<file path="config.mk">
export PLATFORM = sky130hd
export DESIGN_NAME = rx_frame_parser_flat
export DESIGN_NICKNAME = d
export VERILOG_FILES = /design/src/rtl/rx_frame_parser_if.sv /design/src/rtl/rx_frame_parser.sv /design/src/flat_wrapper.sv
export SDC_FILE = /design/constraint.sdc
export NUM_CORES = 1
export LEC_CHECK = 0
export CORE_MARGIN = 2
export CORE_UTILIZATION = 65
export DETAILED_ROUTE_END_ITERATION = 8
export PLACE_DENSITY = 0.81
export SLEW_MARGIN = 10
export SYNTH_ARGS = -nofsm -noshare
export SYNTH_HDL_FRONTEND = slang
export SYNTH_SLANG_ARGS = --single-unit
</file>
<file path="constraint.sdc">
create_clock -name clk -period 6.3 [get_ports clk]
set_input_delay 1.89 -clock clk [delete_from_list [all_inputs] [get_ports clk]]
set_output_delay 1.89 -clock clk [all_outputs]
set_load 0.01 [all_outputs]
</file>
<file path="src/rtl/rx_frame_parser_if.sv">
// Byte-stream input, show-ahead read port and status pulses of rx_frame_parser.
// The parser takes the slave modport; the upstream receiver/fabric side takes master.
interface rx_frame_parser_if;
  logic       in_enable;
  logic [7:0] in_data;
  logic       rd_en;
  logic [7:0] rd_data;
  logic       rd_empty;
  logic [7:0] frame_len;
  logic       frame_done;
  logic       frame_err;
  logic [1:0] err_code;
  logic       overrun;

  modport master (
    output in_enable, in_data, rd_en,
    input  rd_data, rd_empty, frame_len, frame_done, frame_err, err_code, overrun
  );

  modport slave (
    input  in_enable, in_data, rd_en,
    output rd_data, rd_empty, frame_len, frame_done, frame_err, err_code, overrun
  );
endinterface

</file>
<file path="src/rtl/rx_frame_parser.sv">
// Frame parser: SYNC, LEN, payload, CHK (LEN ^ payload); buffers one good frame for FWFT reads.
// Optional mid-frame idle timeout is enabled with `define RX_PARSER_TIMEOUT_EN.
//
//   state   | meaning
//   IDLE    | hunting for SYNC_BYTE (also the only state while the buffer is occupied)
//   LEN     | next byte is the payload length
//   PAYLOAD | storing payload bytes into the buffer
//   CHK     | next byte is the checksum; commit or discard
module rx_frame_parser #(
  parameter logic [7:0] SYNC_BYTE = 8'hA5,
  parameter int         MAX_LEN   = 16,
  parameter int         TIMEOUT   = 255
) (
  input  logic               clk,
  input  logic               rst,
  rx_frame_parser_if.slave   bus
);

  localparam int         AW        = (MAX_LEN > 1) ? $clog2(MAX_LEN) : 1;
  localparam int         DEPTH     = 1 << AW;
  localparam logic [7:0] MAX_LEN_B = 8'(MAX_LEN);

  if (MAX_LEN < 1 || MAX_LEN > 255) begin : g_bad_max_len
    $error("rx_frame_parser: MAX_LEN must be 1..255");
  end
  if (TIMEOUT < 1 || TIMEOUT > 65535) begin : g_bad_timeout
    $error("rx_frame_parser: TIMEOUT must be 1..65535");
  end

  typedef enum logic [1:0] {
    S_IDLE    = 2'd0,
    S_LEN     = 2'd1,
    S_PAYLOAD = 2'd2,
    S_CHK     = 2'd3
  } state_t;

  state_t     state_q, state_d;
  logic [7:0] len_q, len_d;
  logic [7:0] acc_q, acc_d;
  logic [7:0] wr_ptr_q, wr_ptr_d;
  logic [7:0] rd_ptr_q, rd_ptr_d;
  logic [7:0] frame_len_q, frame_len_d;
  logic       rd_empty_q, rd_empty_d;
  logic       done_q, done_d;
  logic       err_q, err_d;
  logic [1:0] err_code_q, err_code_d;
  logic       overrun_q, overrun_d;
  logic [7:0] mem_q [DEPTH];
  logic [7:0] mem_d [DEPTH];

`ifdef RX_PARSER_TIMEOUT_EN
  localparam logic [15:0] TIMEOUT_M1 = 16'(TIMEOUT - 1);
  logic [15:0] timer_q, timer_d;
`endif

  always_comb begin
    state_d     = state_q;
    len_d       = len_q;
    acc_d       = acc_q;
    wr_ptr_d    = wr_ptr_q;
    rd_ptr_d    = rd_ptr_q;
    frame_len_d = frame_len_q;
    rd_empty_d  = rd_empty_q;
    done_d      = 1'b0;
    err_d       = 1'b0;
    err_code_d  = err_code_q;
    overrun_d   = 1'b0;
    mem_d       = mem_q;
`ifdef RX_PARSER_TIMEOUT_EN
    timer_d     = timer_q;
`endif

    if (bus.rd_en && !rd_empty_q) begin
      if (rd_ptr_q == frame_len_q - 8'd1) begin
        rd_empty_d  = 1'b1;
        rd_ptr_d    = 8'd0;
        frame_len_d = 8'd0;
      end else begin
        rd_ptr_d = rd_ptr_q + 8'd1;
      end
    end

    if (bus.in_enable) begin
      // Buffer still holds a frame (even if it is being drained this cycle): drop.
      if (!rd_empty_q) begin
        overrun_d = 1'b1;
      end else begin
        unique case (state_q)
          S_IDLE: begin
            if (bus.in_data == SYNC_BYTE) state_d = S_LEN;
          end
          S_LEN: begin
            len_d    = bus.in_data;
            acc_d    = bus.in_data;
            wr_ptr_d = 8'd0;
            if (bus.in_data > MAX_LEN_B) begin
              err_d      = 1'b1;
              err_code_d = 2'd2;
              state_d    = S_IDLE;
            end else if (bus.in_data == 8'd0) begin
              state_d = S_CHK;
            end else begin
              state_d = S_PAYLOAD;
            end
          end
          S_PAYLOAD: begin
            mem_d[wr_ptr_q[AW-1:0]] = bus.in_data;
            acc_d    = acc_q ^ bus.in_data;
            wr_ptr_d = wr_ptr_q + 8'd1;
            if (wr_ptr_q + 8'd1 == len_q) state_d = S_CHK;
          end
          S_CHK: begin
            if (bus.in_data == acc_q) begin
              done_d      = 1'b1;
              frame_len_d = len_q;
              rd_empty_d  = (len_q == 8'd0);
              rd_ptr_d    = 8'd0;
            end else begin
              err_d      = 1'b1;
              err_code_d = 2'd1;
            end
            state_d = S_IDLE;
          end
          default: state_d = S_IDLE;
        endcase
      end
    end

`ifdef RX_PARSER_TIMEOUT_EN
    // A byte in the expiry cycle wins: it is processed above and the timer restarts.
    if (bus.in_enable || state_q == S_IDLE) begin
      timer_d = 16'd0;
    end else if (timer_q == TIMEOUT_M1) begin
      timer_d    = 16'd0;
      err_d      = 1'b1;
      err_code_d = 2'd3;
      state_d    = S_IDLE;
    end else begin
      timer_d = timer_q + 16'd1;
    end
`endif
  end

  always_ff @(posedge clk) begin
    if (rst) begin
      state_q     <= S_IDLE;
      len_q       <= 8'd0;
      acc_q       <= 8'd0;
      wr_ptr_q    <= 8'd0;
      rd_ptr_q    <= 8'd0;
      frame_len_q <= 8'd0;
      rd_empty_q  <= 1'b1;
      done_q      <= 1'b0;
      err_q       <= 1'b0;
      err_code_q  <= 2'd0;
      overrun_q   <= 1'b0;
`ifdef RX_PARSER_TIMEOUT_EN
      timer_q     <= 16'd0;
`endif
    end else begin
      state_q     <= state_d;
      len_q       <= len_d;
      acc_q       <= acc_d;
      wr_ptr_q    <= wr_ptr_d;
      rd_ptr_q    <= rd_ptr_d;
      frame_len_q <= frame_len_d;
      rd_empty_q  <= rd_empty_d;
      done_q      <= done_d;
      err_q       <= err_d;
      err_code_q  <= err_code_d;
      overrun_q   <= overrun_d;
`ifdef RX_PARSER_TIMEOUT_EN
      timer_q     <= timer_d;
`endif
    end
  end

  // Payload storage carries no reset; rd_empty gates every read of it.
  always_ff @(posedge clk) begin
    mem_q <= mem_d;
  end

  assign bus.rd_data    = rd_empty_q ? 8'h00 : mem_q[rd_ptr_q[AW-1:0]];
  assign bus.rd_empty   = rd_empty_q;
  assign bus.frame_len  = frame_len_q;
  assign bus.frame_done = done_q;
  assign bus.frame_err  = err_q;
  assign bus.err_code   = err_code_q;
  assign bus.overrun    = overrun_q;

endmodule
</file>
<file path="src/flat_wrapper.sv">
// flat-port wrapper written by rule: the top's interface ports become plain ports
module rx_frame_parser_flat 
#(
  parameter logic [7:0] SYNC_BYTE = 8'hA5,
  parameter int         MAX_LEN   = 16,
  parameter int         TIMEOUT   = 255
)
  (clk, rst, bus_in_enable, bus_in_data, bus_rd_en, bus_rd_data, bus_rd_empty, bus_frame_len, bus_frame_done, bus_frame_err, bus_err_code, bus_overrun);
  rx_frame_parser_if bus_i ();
  input  logic clk;
  input  logic rst;
  input wire logic [$bits(bus_i.in_enable)-1:0] bus_in_enable;
  input wire logic [$bits(bus_i.in_data)-1:0] bus_in_data;
  input wire logic [$bits(bus_i.rd_en)-1:0] bus_rd_en;
  output wire logic [$bits(bus_i.rd_data)-1:0] bus_rd_data;
  output wire logic [$bits(bus_i.rd_empty)-1:0] bus_rd_empty;
  output wire logic [$bits(bus_i.frame_len)-1:0] bus_frame_len;
  output wire logic [$bits(bus_i.frame_done)-1:0] bus_frame_done;
  output wire logic [$bits(bus_i.frame_err)-1:0] bus_frame_err;
  output wire logic [$bits(bus_i.err_code)-1:0] bus_err_code;
  output wire logic [$bits(bus_i.overrun)-1:0] bus_overrun;
  assign bus_i.in_enable = bus_in_enable;
  assign bus_i.in_data = bus_in_data;
  assign bus_i.rd_en = bus_rd_en;
  assign bus_rd_data = bus_i.rd_data;
  assign bus_rd_empty = bus_i.rd_empty;
  assign bus_frame_len = bus_i.frame_len;
  assign bus_frame_done = bus_i.frame_done;
  assign bus_frame_err = bus_i.frame_err;
  assign bus_err_code = bus_i.err_code;
  assign bus_overrun = bus_i.overrun;
  rx_frame_parser #(.SYNC_BYTE(SYNC_BYTE), .MAX_LEN(MAX_LEN), .TIMEOUT(TIMEOUT)) u_core (.clk(clk), .rst(rst), .bus(bus_i));
endmodule
</file>
==> impl_metrics.ini <==
[status]
status = completed

[die]
die-width_um = 112.5
io_pins = 34
die-area_um2 = 12650
die_h_um = 112.5
initial_core_util_pct = 66.67
core-area_um2 = 11470
num_rows = 39

[clocking]
cts.sinks = 176
postCtsSetupBuffers = 0
cts_buffer_depth = 2
htreeDepth = 4
cts_hold_buf = 0
cts_resized = 0
clock_latency_ns = 0.43
path_clk_slew_ns = 0.06
cts_tree = done
cts_buffers = 17
cts-root-buf = clkbuf_16

[logic_synthesis]
synth_ff_type = edfxtp_1
syn_area_per_cell_um2 = 14.16
synth_nets = 562
synthDistinctLibCells = 49
ys_ff_latch = 176
synthArstFlopShare_pct = 0
yosys_warnings = 0
netlist_area_um2 = 7645
seq_area_frac_synth_pct = 62.85
syn_inst = 540
synth_edf_count = 128

[global_route]
antenna_found_initial = 0
grt_pass1_wl_um = 27310
grt_overflow_total = 0
grtUsageTotal_pct = 29.37
grt_pass1_vias = 4768
grt_max_degree = 39

[finish]
final_cells = 731
fin_util_pct = 75.72
diodes = 0
area_growth_pct = 13.58
multi_input_area_um2 = 2661
nFillCells = 672
nNetsFinal = 597
drive_above_1_share_pct = 13.95
final_common_cell = edfxtp_1
layout_common_cells = edfxtp_1 (128), nor2_1 (49), dfxtp_1 (47)
regArea_um2 = 4806

[timing]
clock_skew_ns = 0.005152
max_slew_margin_pct = 23.40
rsz0062_at_grt = no
period_needed_ns = 5.238
fmax_ghz = 0.1909
min_period_over_period_pct = 83.15
drv_slew = 0
tns_ns = 0
worstMarginPinSlew_ns = 1.145
setup_viol = 0
hold_viol_final = 0

[setup_path]
rr_startpoint = u_core.bus.rd_empty
startpoint_type = flop
reg2reg_slack_ns = 3.10
cp_max_fo = 22
worst_ep_arrival_time_ns = 3.35
crit_path_end_kind = output port
worstPathRequired_ns = 4.41
crit_type = reg -> out
rr_worst_depth = 4
r2r-end = u_core.mem_q[79]

[pwr]
power_mw = 2.336
ir_drop_mv = 0.2751
power_density_nw_per_um2 = 269.0
p_leak_nw = 2.726

[flow_run]
cap_violations = 0

[place]
portBuffers = 33
dpl.cell_count = 699
place.gp.congestion = 0.8436
place_hpwl_um = 10840

[worst_hold_path]
hold_end = u_core.bus.err_code[0]
hold_path.class = reg -> reg
worstHoldStart = u_core.bus.err_code[0]
hold_depth = 2

[routing]
vias = 4853
drt_iter0_drc = 647
wl_per_cell_um = 23.98
dr.pass1.iters = 5
ant_nets = 0
routed_via_density = 6.639
drc = 0
wl_um = 17530
-- power breakdown --
| group | internal, mW | switching (mW) | total, mW | leakage [nW] |
|---|---|---|---|---|
| Sequential | 1.24 | 0.000446 | 1.24 | 1.54 |
| Combinational | 0.0116 | 0.0289 | 0.0405 | 0.906 |
| Clock | 0.642 | 0.412 | 1.05 | 0.283 |
-- per-stage QoR --
stage / area, µm² / setup WS, ns / hold WS [ns]
finish: 8683 / 1.062 / 0.4714
detailed placement: 8097 / 1.478 / 0.4606
global route: 8683 / 0.8644 / 0.4871
global placement: 8097 / 1.471 / 0.4467
floorplan: 7645 / 2.604 / 0.4624
CTS: 8683 / 0.9930 / 0.4702
-- cells in the mapped netlist (10+ instances only) --
master      n  area, µm²
inv_1      18      67.56
dfxtp_1    48      960.9
xnor2_1    16      140.1
nand2_1    32      120.1
nor2_1     49      183.9
nand3_1    20      100.1
o21ai_0    22      110.1
xor2_1     19      166.4
ha_1       10      125.1
edfxtp_1  128       3844
nor3_1     10      50.05
a21oi_1    19      95.09
mux2i_1    10      100.1
mux4_2     40      900.9
-- how the worst max path moves through the flow --
| stage | slack (ns) | end | start | depth (start not counted) |
|---|---|---|---|---|
| 2_1_floorplan | 2.60 | bus_rd_data[0] | u_core.rd_ptr_q[1] | 5 |
| 3_3_place_gp | 1.47 | bus_rd_data[3] | u_core.rd_ptr_q[0] | 5 |
| 3_5_place_dp | 1.48 | bus_rd_data[3] | u_core.rd_ptr_q[0] | 5 |
| 4_1_cts | 0.99 | bus_rd_data[2] | u_core.rd_ptr_q[0] | 5 |
| 5_1_grt | 0.86 | bus_rd_data[2] | u_core.rd_ptr_q[0] | 5 |
| 6_report | 1.06 | bus_rd_data[2] | u_core.rd_ptr_q[0] | 5 |
-- critical path, cell delays in order, from the launching register on --
cell and delay [ns]:
dfxtp_2 0.82, buf_4 0.38, mux4_2 0.56, mux4_2 0.48
nor2b_1 0.15, clkdlybuf4s50_1 0.52
-- sequential cells by signal (all words and copies together), names as in the netlist, named ones only --
name and cells:
u_core.bus.frame_done 1, u_core.rd_ptr_q 8, u_core.bus.overrun 1, u_core.wr_ptr_q 8, u_core.bus.rd_empty 1, u_core.bus.frame_err 1
u_core.state_q 1, u_core.mem_q 128, u_core.acc_q 8, u_core.len_q 8, u_core.bus.frame_len 8, u_core.bus.err_code 2
-- logic make-up after synthesis --
logic type / share of synthesized area, %
compound gates: 5.827
fa+ha+maj: 1.637
xor+xnor: 4.010
simple gates: 9.984
flops: 62.85
mux: 13.09
buf+inv: 2.602
-- routing by layer --
layer  part of all wire (%)  global-route usage, %
met5                      0                      0
met1                     41                  41.23
met4                    3.3                  11.79
met2                     48                  45.46
met3                    7.5                  6.695
-- area by class of cell --
class / count / area share (%)
clock buffers: 25 / 5.476
multi-input cells: 322 / 30.65
inverters: 18 / 0.7781
clock inverters: 7 / 1.282
well taps: 143 / 2.061
flip-flops and latches: 176 / 55.35
repair buffers: 40 / 4.409
Note: power is estimated with default switching activity, not from simulation.
